`config.mk`:
```
export PLATFORM = sky130hd
export DESIGN_NAME = cpu_control_fsm
export DESIGN_NICKNAME = d
export VERILOG_FILES = /design/src/rtl/cpu_control_fsm.sv
export SDC_FILE = /design/constraint.sdc
export NUM_CORES = 1
export LEC_CHECK = 0
export ABC_AREA = 1
export CAP_MARGIN = 25
export CORE_UTILIZATION = 41
export DETAILED_ROUTE_END_ITERATION = 12
export GPL_ROUTABILITY_DRIVEN = 0
export PLACE_DENSITY = 0.79
export SLEW_MARGIN = 20
export SYNTH_ARGS = -nofsm -noshare
export SYNTH_HDL_FRONTEND = slang
export SYNTH_SLANG_ARGS = --single-unit
```
`constraint.sdc`:
```
create_clock -name clk -period 1.2 [get_ports clk]
set_input_delay 0.12 -clock clk [delete_from_list [all_inputs] [get_ports clk]]
set_output_delay 0.12 -clock clk [all_outputs]
set_load 0.02 [all_outputs]
```
`src/rtl/cpu_control_fsm.sv`:
```
// cpu_control_fsm
//   Instruction-sequencing controller for the 8-bit CPU. Fetches an opcode
//   byte, and an operand byte for two-byte instructions, over a ready
//   handshake. It decodes the 4-bit opcode in ir[7:4] and issues one-cycle
//   execute strobes to the ALU/accumulator. It is the only source of
//   program-counter control.
//
// Ports
//   clk          system clock, rising edge
//   reset        asynchronous reset, active low
//   run          start request, sampled only in IDLE
//   mem_rdata    byte read from memory at the current PC
//   mem_ready    read completes this cycle (honoured only while mem_rd=1)
//   zero_flag    ALU zero flag, used only in EXEC
//   carry_flag   ALU carry flag, used only in EXEC
//   mem_rd       read strobe, high throughout FETCH and OPFETCH
//   pc_increment PC increment pulse, one per byte consumed
//   pc_jump      PC load pulse on a taken jump
//   pc_jump_addr PC load value, always the operand register
//   ir_out       instruction register
//   operand_out  operand register
//   alu_en       ALU strobe (EXEC of ADD/SUB)
//   alu_op       ir[7:4] while alu_en=1, else 0
//   acc_load     accumulator write strobe (EXEC of LDI/ADD/SUB)
//   halted       high in HALT
//   busy         high in every state except IDLE and HALT
module cpu_control_fsm (
  input  logic       clk,
  input  logic       reset,
  input  logic       run,
  input  logic [7:0] mem_rdata,
  input  logic       mem_ready,
  input  logic       zero_flag,
  input  logic       carry_flag,
  output logic       mem_rd,
  output logic       pc_increment,
  output logic       pc_jump,
  output logic [7:0] pc_jump_addr,
  output logic [7:0] ir_out,
  output logic [7:0] operand_out,
  output logic       alu_en,
  output logic [3:0] alu_op,
  output logic       acc_load,
  output logic       halted,
  output logic       busy
);

  localparam logic [2:0] S_IDLE    = 3'd0;
  localparam logic [2:0] S_FETCH   = 3'd1;
  localparam logic [2:0] S_DECODE  = 3'd2;
  localparam logic [2:0] S_OPFETCH = 3'd3;
  localparam logic [2:0] S_EXEC    = 3'd4;
  localparam logic [2:0] S_HALT    = 3'd5;

  localparam logic [3:0] OP_LDI = 4'h1;
  localparam logic [3:0] OP_ADD = 4'h2;
  localparam logic [3:0] OP_SUB = 4'h3;
  localparam logic [3:0] OP_JMP = 4'h4;
  localparam logic [3:0] OP_JZ  = 4'h5;
  localparam logic [3:0] OP_JC  = 4'h6;
  localparam logic [3:0] OP_HLT = 4'hF;

  logic [2:0] state;
  logic [2:0] state_next;
  logic [7:0] ir;
  logic [7:0] operand;
  logic [3:0] opcode;

  assign opcode = ir[7:4];

  // Opcodes 0x1..0x6 carry an operand byte; everything else is one byte.
  function automatic logic is_two_byte(input logic [3:0] op);
    return (op >= OP_LDI) && (op <= OP_JC);
  endfunction

  always_comb begin
    state_next = state;
    case (state)
      S_IDLE:    if (run) state_next = S_FETCH;
      S_FETCH:   if (mem_ready) state_next = S_DECODE;
      S_DECODE:  state_next = is_two_byte(opcode) ? S_OPFETCH : S_EXEC;
      S_OPFETCH: if (mem_ready) state_next = S_EXEC;
      S_EXEC:    state_next = (opcode == OP_HLT) ? S_HALT : S_FETCH;
      S_HALT:    state_next = S_HALT;
      default:   state_next = S_IDLE;
    endcase
  end

  always_ff @(posedge clk or negedge reset) begin
    if (!reset) begin
      state   <= S_IDLE;
      ir      <= 8'h00;
      operand <= 8'h00;
    end else begin
      state <= state_next;
      if (state == S_FETCH && mem_ready) ir <= mem_rdata;
      if (state == S_OPFETCH && mem_ready) operand <= mem_rdata;
    end
  end

  logic in_exec;
  logic jump_taken;

  assign in_exec = (state == S_EXEC);

  always_comb begin
    jump_taken = 1'b0;
    case (opcode)
      OP_JMP:  jump_taken = 1'b1;
      OP_JZ:   jump_taken = zero_flag;
      OP_JC:   jump_taken = carry_flag;
      default: jump_taken = 1'b0;
    endcase
  end

  assign mem_rd       = (state == S_FETCH) || (state == S_OPFETCH);
  // Mealy: the PC advances in the same cycle the byte is accepted.
  assign pc_increment = mem_rd && mem_ready;
  // Jumps exist only in EXEC where mem_rd is low, so they never overlap
  // an increment.
  assign pc_jump      = in_exec && jump_taken;
  assign pc_jump_addr = operand;
  assign ir_out       = ir;
  assign operand_out  = operand;
  assign alu_en       = in_exec && ((opcode == OP_ADD) || (opcode == OP_SUB));
  assign alu_op       = alu_en ? opcode : 4'h0;
  assign acc_load     = in_exec && ((opcode == OP_LDI) || (opcode == OP_ADD) ||
                                    (opcode == OP_SUB));
  assign halted       = (state == S_HALT);
  assign busy         = (state != S_IDLE) && (state != S_HALT);

endmodule

```
==> results of run 1 <==
-- power groups by stage --
stage               sequential [W]  combinational, W  clock, W
global placement           0.00113           0.00293         0
floorplan                  0.00146           0.00141         0
finish                     0.00125           0.00349  0.000320
CTS                        0.00119           0.00328  0.000324
detailed placement         0.00115           0.00300         0
global route               0.00129           0.00371  0.000349
-- worst max-delay path: cells and delay by family (launching register included) --
kind,cells,cell delay (ps)
AO/OA/AOI/OAI,1,230
AND/OR/NAND/NOR,2,290
flip-flops,1,410
buffers and inverters,1,150
-- kinds of logic (layout without fill, tap and decap cells) --
kind of cell | count (synthesis) | after routing
flops | 19 | 19
buf+inv | 35 | 100
simple gates | 55 | 57
other cells | 1 | 2
compound gates | 20 | 20
-- layout make-up --
cell class                 count  share of cell area [%]
clock buffer                   4                   1.366
inverter                      23                   5.270
multi-input combinational     79                   35.46
sequential                    19                   24.72
tap                           30                   1.952
timing repair buffer          73                   31.23
-- cells in the final DEF (no fill, tap or decap), types with 2 or more instances in the layout --
cell and n:
nand2_4 13, nor2_1 3, nor2_2 3, nand3_1 3
nand2_8 5, nand2_1 16, inv_2 6, clkbuf_2 15
dfrtp_1 19, buf_6 14, clkbuf_4 3, nor2_4 3
conb_1 2, inv_1 15, buf_4 25, o21ai_2 18
nand2_2 7, nor3_2 2, clkdlybuf4s50_1 13, dlygate4sd2_1 4
-- registers in the layout, indices dropped and copies added (netlist names) --
| name | count |
|---|---|
| state | 3 |
| operand_out | 8 |
| ir_out | 8 |
-- per-stage QoR --
step | setup slack (ps) | std cells | hold slack [ps]
floorplan | -145.1 | 131 | -175.6
detailed placement | -547.6 | 217 | 481.9
finish | -307.7 | 228 | 151.3
CTS | -242.8 | 225 | 160.5
global route | -366.4 | 228 | 170.6
global placement | -501.3 | 217 | 467.4
-- worst max-delay path by stage --
stage / start / end / slack [ps] / cells past startpoint
after floorplan: state[0] / ir_out[7] / -150 / 8
after CTS: state[0] / alu_op[0] / -240 / 4
after detailed placement: carry_flag / pc_jump / -550 / 4
final: state[1] / pc_jump / -310 / 4
after global routing: ir_out[7] / alu_op[0] / -370 / 4
after global placement: carry_flag / pc_jump / -500 / 4
-- routing by layer --
| layer | part of all wire (%) | track usage [%] |
|---|---|---|
| met5 | 0 | 0 |
| met4 | 2.4 | 9.211 |
| met3 | 6.1 | 2.874 |
| met2 | 51 | 41.77 |
| met1 | 41 | 28.13 |
-- what timing repair did --
action / CTS / global route
cloned: 2 / 0
pin swaps: 8 / 7
gates resized for setup: 136 / 53
endpoints found under the setup margin: 52 / 35
buffers inserted: 4 / 3
==> flow_summary.json, run 1 <==
{
  "hold_path.class": "in2async",
  "yosysMostFrequentCell": "nand2_1",
  "slowest_stage": "dfrtp_1",
  "clockBufferDepth": 2,
  "htree_levels": 1,
  "ys_seq_area_share_pct": 44.34,
  "drt_iter0_drc": 9,
  "wl_per_cell_um": 13.24,
  "netlist_area_um2": 1072,
  "hold_viol_final": 0,
  "maxCapViolCount": 0,
  "p_int_w": 0.002562,
  "final.setup.tns_ps": -4727,
  "dp.final_hpwl_mm": 1.933,
  "layout.nets": 213,
  "finalCoreUtilization_pct": 77.63,
  "min_period_ps": 1508,
  "cp-start-kind": "register",
  "slew_violations": 0,
  "row_count": 18,
  "ys_async_sr_fraction_pct": 100.0,
  "insertion_delay_ps": 300,
  "ys_top_cells_by_area": "dfrtp_1, o21ai_2, nand2_1",
  "synth-simple-area-share_pct": 22.99,
  "r2r_start": "state[2]",
  "cts_inserted_buffers": 3,
  "drive_gt1_share_pct": 61.11,
  "drc": 0,
  "die_y_um": 53.14,
  "switching_share_pct": 49.42,
  "synthAdderAreaFrac_pct": 0,
  "synth_compound_area_share_pct": 15.17,
  "fmaxAchievable_mhz": 663.3,
  "die_area_um2": 2824,
  "fillers": 192,
  "track_usage_pct": 23.37,
  "synthTopCellsByCount": "nand2_1, inv_1, dfrtp_1, o21ai_2, buf_4",
  "pwr-share-seq_pct": 24.8,
  "finalCritPeriodShare_pct": 125.6,
  "p_leak_nw": 0.9701,
  "cts_sinks": 19,
  "yosys_warnings": 0,
  "max-vdd-ir-drop_mv": 1.941,
  "fin_ws_ps": -307.7,
  "overflow": 0,
  "regArea_um2": 475.5,
  "combinationalPowerShare_pct": 68.9,
  "endpoint_kind": "output port",
  "dpl_cell_area_um2": 1674,
  "r2r_cells": 8,
  "synthFlopType": "dfrtp_1",
  "reg2reg_to": "ir_out[1]",
  "avgViaCountPerCell": 4.781,
  "first_pass_iters": 4,
  "path_cells": "nor2_2, nand2_2, a211oi_4, buf_6",
  "crit_type": "reg2out",
  "root_buffer": "clkbuf_4",
  "finalPower_w": 0.005065,
  "grt_max_degree": 20,
  "clkTransAtPathRegs_ps": 100,
  "yosysTopAreaCellShare_pct": 44.34,
  "io_pins": 49,
  "fin_skew_ps": 1.129,
  "synth_top_family_by_area": "simple AND/OR/NAND/NOR gates",
  "worst_ep_arrival_time_ps": 1390,
  "multiInputGateArea_um2": 681.9,
  "syn_area_per_cell_um2": 8.248,
  "design_area_um2": 1923,
  "worstPathRequired_ps": 1080,
  "path_max_fanout": 5,
  "ant_nets": 0,
  "rsz0062_at_grt": "true",
  "synth-seq-cells": 19,
  "yosysTopAreaCell": "dfrtp_1",
  "p_per_area_nw_per_um2": 2634,
  "power_switching_w": 0.002503,
  "grt_pass1_wl_mm": 4.671,
  "port_buffers": 46,
  "dieWidth_um": 53.14,
  "coreArea_um2": 2477,
  "syn_inst": 130,
  "antenna_cells": 0,
  "synthXorXnorAreaFrac_pct": 0,
  "pwr-share-clk_pct": 6.3,
  "num_vias": 1090,
  "synth_edf_count": 0,
  "antenna_found_initial": 0,
  "start_util_pct": 43.28,
  "r2r_slack_ps": -190,
  "muxShareOfSynthArea_pct": 0,
  "setup_viol": 28,
  "ctsHoldBuffers": 0,
  "critPathMaxStageDelay_ps": 410,
  "grt_pass1_vias": 1060,
  "drt_wl_total_mm": 3.019,
  "violations": "negative setup slack",
  "status": "finished with violations",
  "tritoncts": "yes",
  "synth.distinct_cells": 17,
  "syn2layout_area_growth_pct": 79.35
}
(Power assumes the default switching activity.)
==> inputs of run 2 (changes only) <==
Settings changed: PLACE_DENSITY 0.79 to 0.85.
==> flow_summary.json, run 2 (synthesis results as in run 1) <==
{
  "worst_ep_arrival_time_ps": 1460,
  "root_buffer": "clkbuf_4",
  "dieWidth_um": 53.14,
  "min_period_ps": 1576,
  "max-vdd-ir-drop_mv": 2.059,
  "setup_viol": 29,
  "dp.final_hpwl_mm": 2.132,
  "htree_levels": 1,
  "path_max_fanout": 3,
  "p_per_area_nw_per_um2": 2739,
  "slew_violations": 0,
  "overflow": 0,
  "io_pins": 49,
  "rsz0062_at_grt": "true",
  "maxCapViolCount": 0,
  "antenna_found_initial": 0,
  "wl_per_cell_um": 16.84,
  "avgViaCountPerCell": 5.064,
  "design_area_um2": 2086,
  "track_usage_pct": 26.86,
  "drt_wl_total_mm": 3.941,
  "violations": "negative setup slack",
  "grt_pass1_vias": 1188,
  "ant_nets": 0,
  "num_vias": 1185,
  "syn2layout_area_growth_pct": 94.52,
  "antenna_cells": 0,
  "path_cells": "nor2_4, inv_4, nor4_4, buf_4",
  "slowest_stage": "dfrtp_2",
  "layout_common_cells": "buf_4, buf_6, nand2_4, o21ai_2, dfrtp_1",
  "finalPower_w": 0.005713,
  "tritoncts": "yes",
  "die_y_um": 53.14,
  "clkTransAtPathRegs_ps": 120,
  "status": "finished with violations",
  "coreArea_um2": 2477,
  "fin_skew_ps": 15.75,
  "dpl_cell_area_um2": 1689,
  "crit_type": "reg2out",
  "drc": 0,
  "grt_pass1_wl_mm": 5.333,
  "cts_sinks": 19,
  "critPathMaxStageDelay_ps": 460,
  "p_leak_nw": 1.052,
  "hold_viol_final": 0,
  "first_pass_iters": 4,
  "cts_inserted_buffers": 3,
  "drt_iter0_drc": 7,
  "fmaxAchievable_mhz": 634.7,
  "grt_max_degree": 20,
  "worstPathRequired_ps": 1080,
  "insertion_delay_ps": 320,
  "start_util_pct": 43.28,
  "die_area_um2": 2824,
  "fin_ws_ps": -375.6,
  "final_common_cell": "buf_4",
  "drive_gt1_share_pct": 63.73,
  "row_count": 18,
  "cp-start-kind": "register",
  "clockBufferDepth": 2,
  "hold_path.class": "in2async",
  "layout.nets": 219,
  "ctsHoldBuffers": 0,
  "finalCritPeriodShare_pct": 131.3,
  "port_buffers": 46,
  "endpoint_kind": "output port"
}
run 2: per-layer routing:
metal	wire (um)	share of wire (%)	vias up	track usage [%]
met3	159	4.0	15	4.310
met1	1472	37	578	29.09
li1	-	-	544	-
met2	2179	55	48	50.00
met4	130	3.3	0	12.72
met5	0	0	-	0
run 2: cell type report:
class | count | area (um2)
Fill cell | 132 | 391.6
Tap cell | 30 | 37.54
Inverter | 23 | 107.6
Sequential cell | 19 | 478.0
Multi-Input combinational cell | 79 | 732.0
Clock buffer | 4 | 26.28
Timing Repair Buffer | 79 | 704.4
run 2: worst max-delay path, delay by kind of cell (launching register included):
kind / cells / cell delay (ps)
DFF: 1 / 460
buffers and inverters: 2 / 260
and+or+nand+nor: 2 / 410
run 2: final timing paths:
| check | from | end | slack [ps] | cells after the start |
|---|---|---|---|---|
| min in group clk | mem_rdata[4] | ir_out[4] | 380 | 3 |
| worst max register to register | state[2] | ir_out[2] | -200 | 8 |
| worst min register to register | ir_out[3] | ir_out[3] | 530 | 2 |
| worst max-delay path | ir_out[7] | alu_op[0] | -380 | 4 |
| worst min-delay path | reset | state[1] | 130 | 2 |
| max in group asynchronous | reset | ir_out[7] | 850 | 2 |
run 2: power by group:
group | leakage, nW | switching, W | total [W] | internal [W]
sequential | 0.236 | 0.000359 | 0.00129 | 0.000933
clock | 0.0150 | 0.000215 | 0.000345 | 0.000130
combinational | 0.802 | 0.00227 | 0.00408 | 0.00181
run 2: timing repair:
item	CTS	global route
endpoints found under the setup margin	52	37
gates resized for setup	142	64
buffers inserted	9	4
cloned	2	0
pin swaps	11	17
run 2: per-stage QoR:
step | setup WS, ps | std cells | TNS (ps) | utilization [%] | hold slack [ps]
2_1_floorplan | -145.1 | 131 | -1124 | - | -175.6
3_3_place_gp | -492.4 | 219 | -4937 | 68.18 | 466.5
3_5_place_dp | -563.9 | 219 | -5733 | 68.18 | 478.0
4_1_cts | -276.8 | 231 | -3707 | 77.63 | 150.9
5_1_grt | -384.2 | 234 | -6715 | 84.19 | 157.7
6_report | -375.6 | 234 | -5502 | 84.19 | 128.8
==> inputs of run 3 (changes only) <==
Settings changed: CORE_ASPECT_RATIO from default to 1.75.
==> flow_summary.json, run 3 (synthesis results as in run 1) <==
{
  "status": "finished with violations",
  "violations": "negative setup slack",
  "ctsHoldBuffers": 0,
  "first_pass_iters": 4,
  "setup_viol": 29,
  "rsz0062_at_grt": "true",
  "placedCellCount": 213,
  "final.setup.tns_ps": -5166,
  "crit_type": "reg2reg",
  "io_pins": 49,
  "fillers": 148,
  "path_buf_inv": 4,
  "fin_skew_ps": 1.759,
  "clkTransAtPathRegs_ps": 60,
  "fmaxAchievable_mhz": 686.5,
  "design_area_um2": 1993,
  "coreArea_um2": 2492,
  "overflow": 0,
  "final_cells": 226,
  "slew_violations": 0,
  "root_buffer": "clkbuf_8",
  "wl_per_cell_um": 16.38,
  "clockBufferDepth": 2,
  "antenna_cells": 0,
  "hold_path.class": "in2async",
  "path_delay_family": "flip-flops",
  "avgViaCountPerCell": 4.916,
  "die_area_um2": 2832,
  "row_count": 24,
  "dieWidth_um": 40.66,
  "fin_ws_ps": -256.8,
  "drc": 0,
  "tritoncts": "yes",
  "multiInputGateArea_um2": 669.4,
  "dpl_cell_area_um2": 1669,
  "antenna_found_initial": 0,
  "ant_nets": 0,
  "die_y_um": 69.65,
  "grt_pass1_wl_mm": 5.168,
  "final_common_cell": "buf_4",
  "max-vdd-ir-drop_mv": 1.330,
  "hold_viol_final": 0,
  "drt_wl_total_mm": 3.703,
  "num_vias": 1111,
  "slowest_stage": "dfrtp_1",
  "finalCoreUtilization_pct": 79.97,
  "min_period_ps": 1457,
  "p_per_area_nw_per_um2": 2697,
  "insertion_delay_ps": 250,
  "path_cells": "buf_6, inv_4, nor2_4, inv_2, nor2_4, buf_6, nand2_8, nand2_2, o21ai_2",
  "port_buffers": 46,
  "drt_iter0_drc": 9,
  "regArea_um2": 475.5,
  "syn2layout_area_growth_pct": 85.88,
  "dp.final_hpwl_mm": 2.190,
  "cts_inserted_buffers": 3,
  "worstPathRequired_ps": 1340,
  "grt_max_degree": 20,
  "worst_ep_arrival_time_ps": 1600,
  "cp-start-kind": "register",
  "drive_gt1_share_pct": 53.50,
  "layout.nets": 215,
  "htree_levels": 1,
  "p_leak_nw": 1.027,
  "maxCapViolCount": 0,
  "start_util_pct": 43.02,
  "finalCritPeriodShare_pct": 121.4,
  "grt_pass1_vias": 1238,
  "critPathMaxStageDelay_ps": 430,
  "path_max_fanout": 8,
  "layout_common_cells": "buf_4, dlygate4sd2_1, dfrtp_1",
  "cts_sinks": 19,
  "endpoint_kind": "register",
  "track_usage_pct": 26.65,
  "finalPower_w": 0.005376
}
-- run 3: changes by cell type in the layout (fill, tap and decap cells not counted), moves of 2 or more --
cell             delta
buf_6               -6
clkbuf_2            -6
clkbuf_4            -3
clkbuf_8            +3
clkdlybuf4s15_1     -4
dfrtp_1             +2
dfrtp_2             -2
dlygate4sd2_1      +12
nand2_1             +7
nand2_2             +2
nand2_4             -9
-- run 3: what timing repair did --
| item | 4_1_cts | 5_1_grt |
|---|---|---|
| buffers inserted | 6 | 3 |
| pin swaps | 8 | 11 |
| gates resized for setup | 127 | 27 |
| gates cloned | 2 | 0 |
| endpoints found under the setup margin | 52 | 32 |
-- run 3: per-layer routing --
layer	up-vias	part of all wire [%]	GRT usage [%]
li1	527	-	-
met1	534	33	22.29
met4	0	3.2	18.15
met2	40	61	49.38
met5	-	0	0
met3	10	2.2	2.564
-- run 3: final cells by class --
class,count,area share (%)
Tap cell,26,1.632
Clock buffer,4,2.260
Multi-Input combinational cell,79,33.58
Sequential cell,19,23.85
Timing Repair Buffer,75,33.58
Inverter,23,5.085
-- run 3: path summary, 6_finish.rpt --
path	cells past startpoint	from	slack (ps)	to
worst max-delay path	9	state[0]	-260	ir_out[5]
worst min-delay path	2	reset	230	ir_out[7]
worst max register to register	9	state[0]	-260	ir_out[5]
worst min register to register	2	ir_out[0]	490	ir_out[0]
max in group asynchronous	2	reset	780	state[1]
min in group clk	3	mem_rdata[0]	450	ir_out[0]
-- run 3: per-stage QoR --
step | hold slack (ps) | setup WS, ps
3_5_place_dp | 477.3 | -581.1
4_1_cts | 236.7 | -218.9
6_report | 230.4 | -256.8
5_1_grt | 241.3 | -316.7
2_1_floorplan | -175.6 | -145.1
3_3_place_gp | 467.3 | -500.2
-- run 3: power breakdown --
group / switching [W] / total, W / internal, W
clock: 0.000194 / 0.000430 / 0.000236
combinational: 0.00210 / 0.00369 / 0.00159
sequential: 0.000322 / 0.00125 / 0.000932
-- run 3: worst reg2reg max path: stages (launching register included) --
cell,delay (ps)
dfrtp_1,430
buf_6,140
inv_4,40
nor2_4,120
inv_2,70
nor2_4,110
buf_6,160
nand2_8,100
nand2_2,110
o21ai_2,60
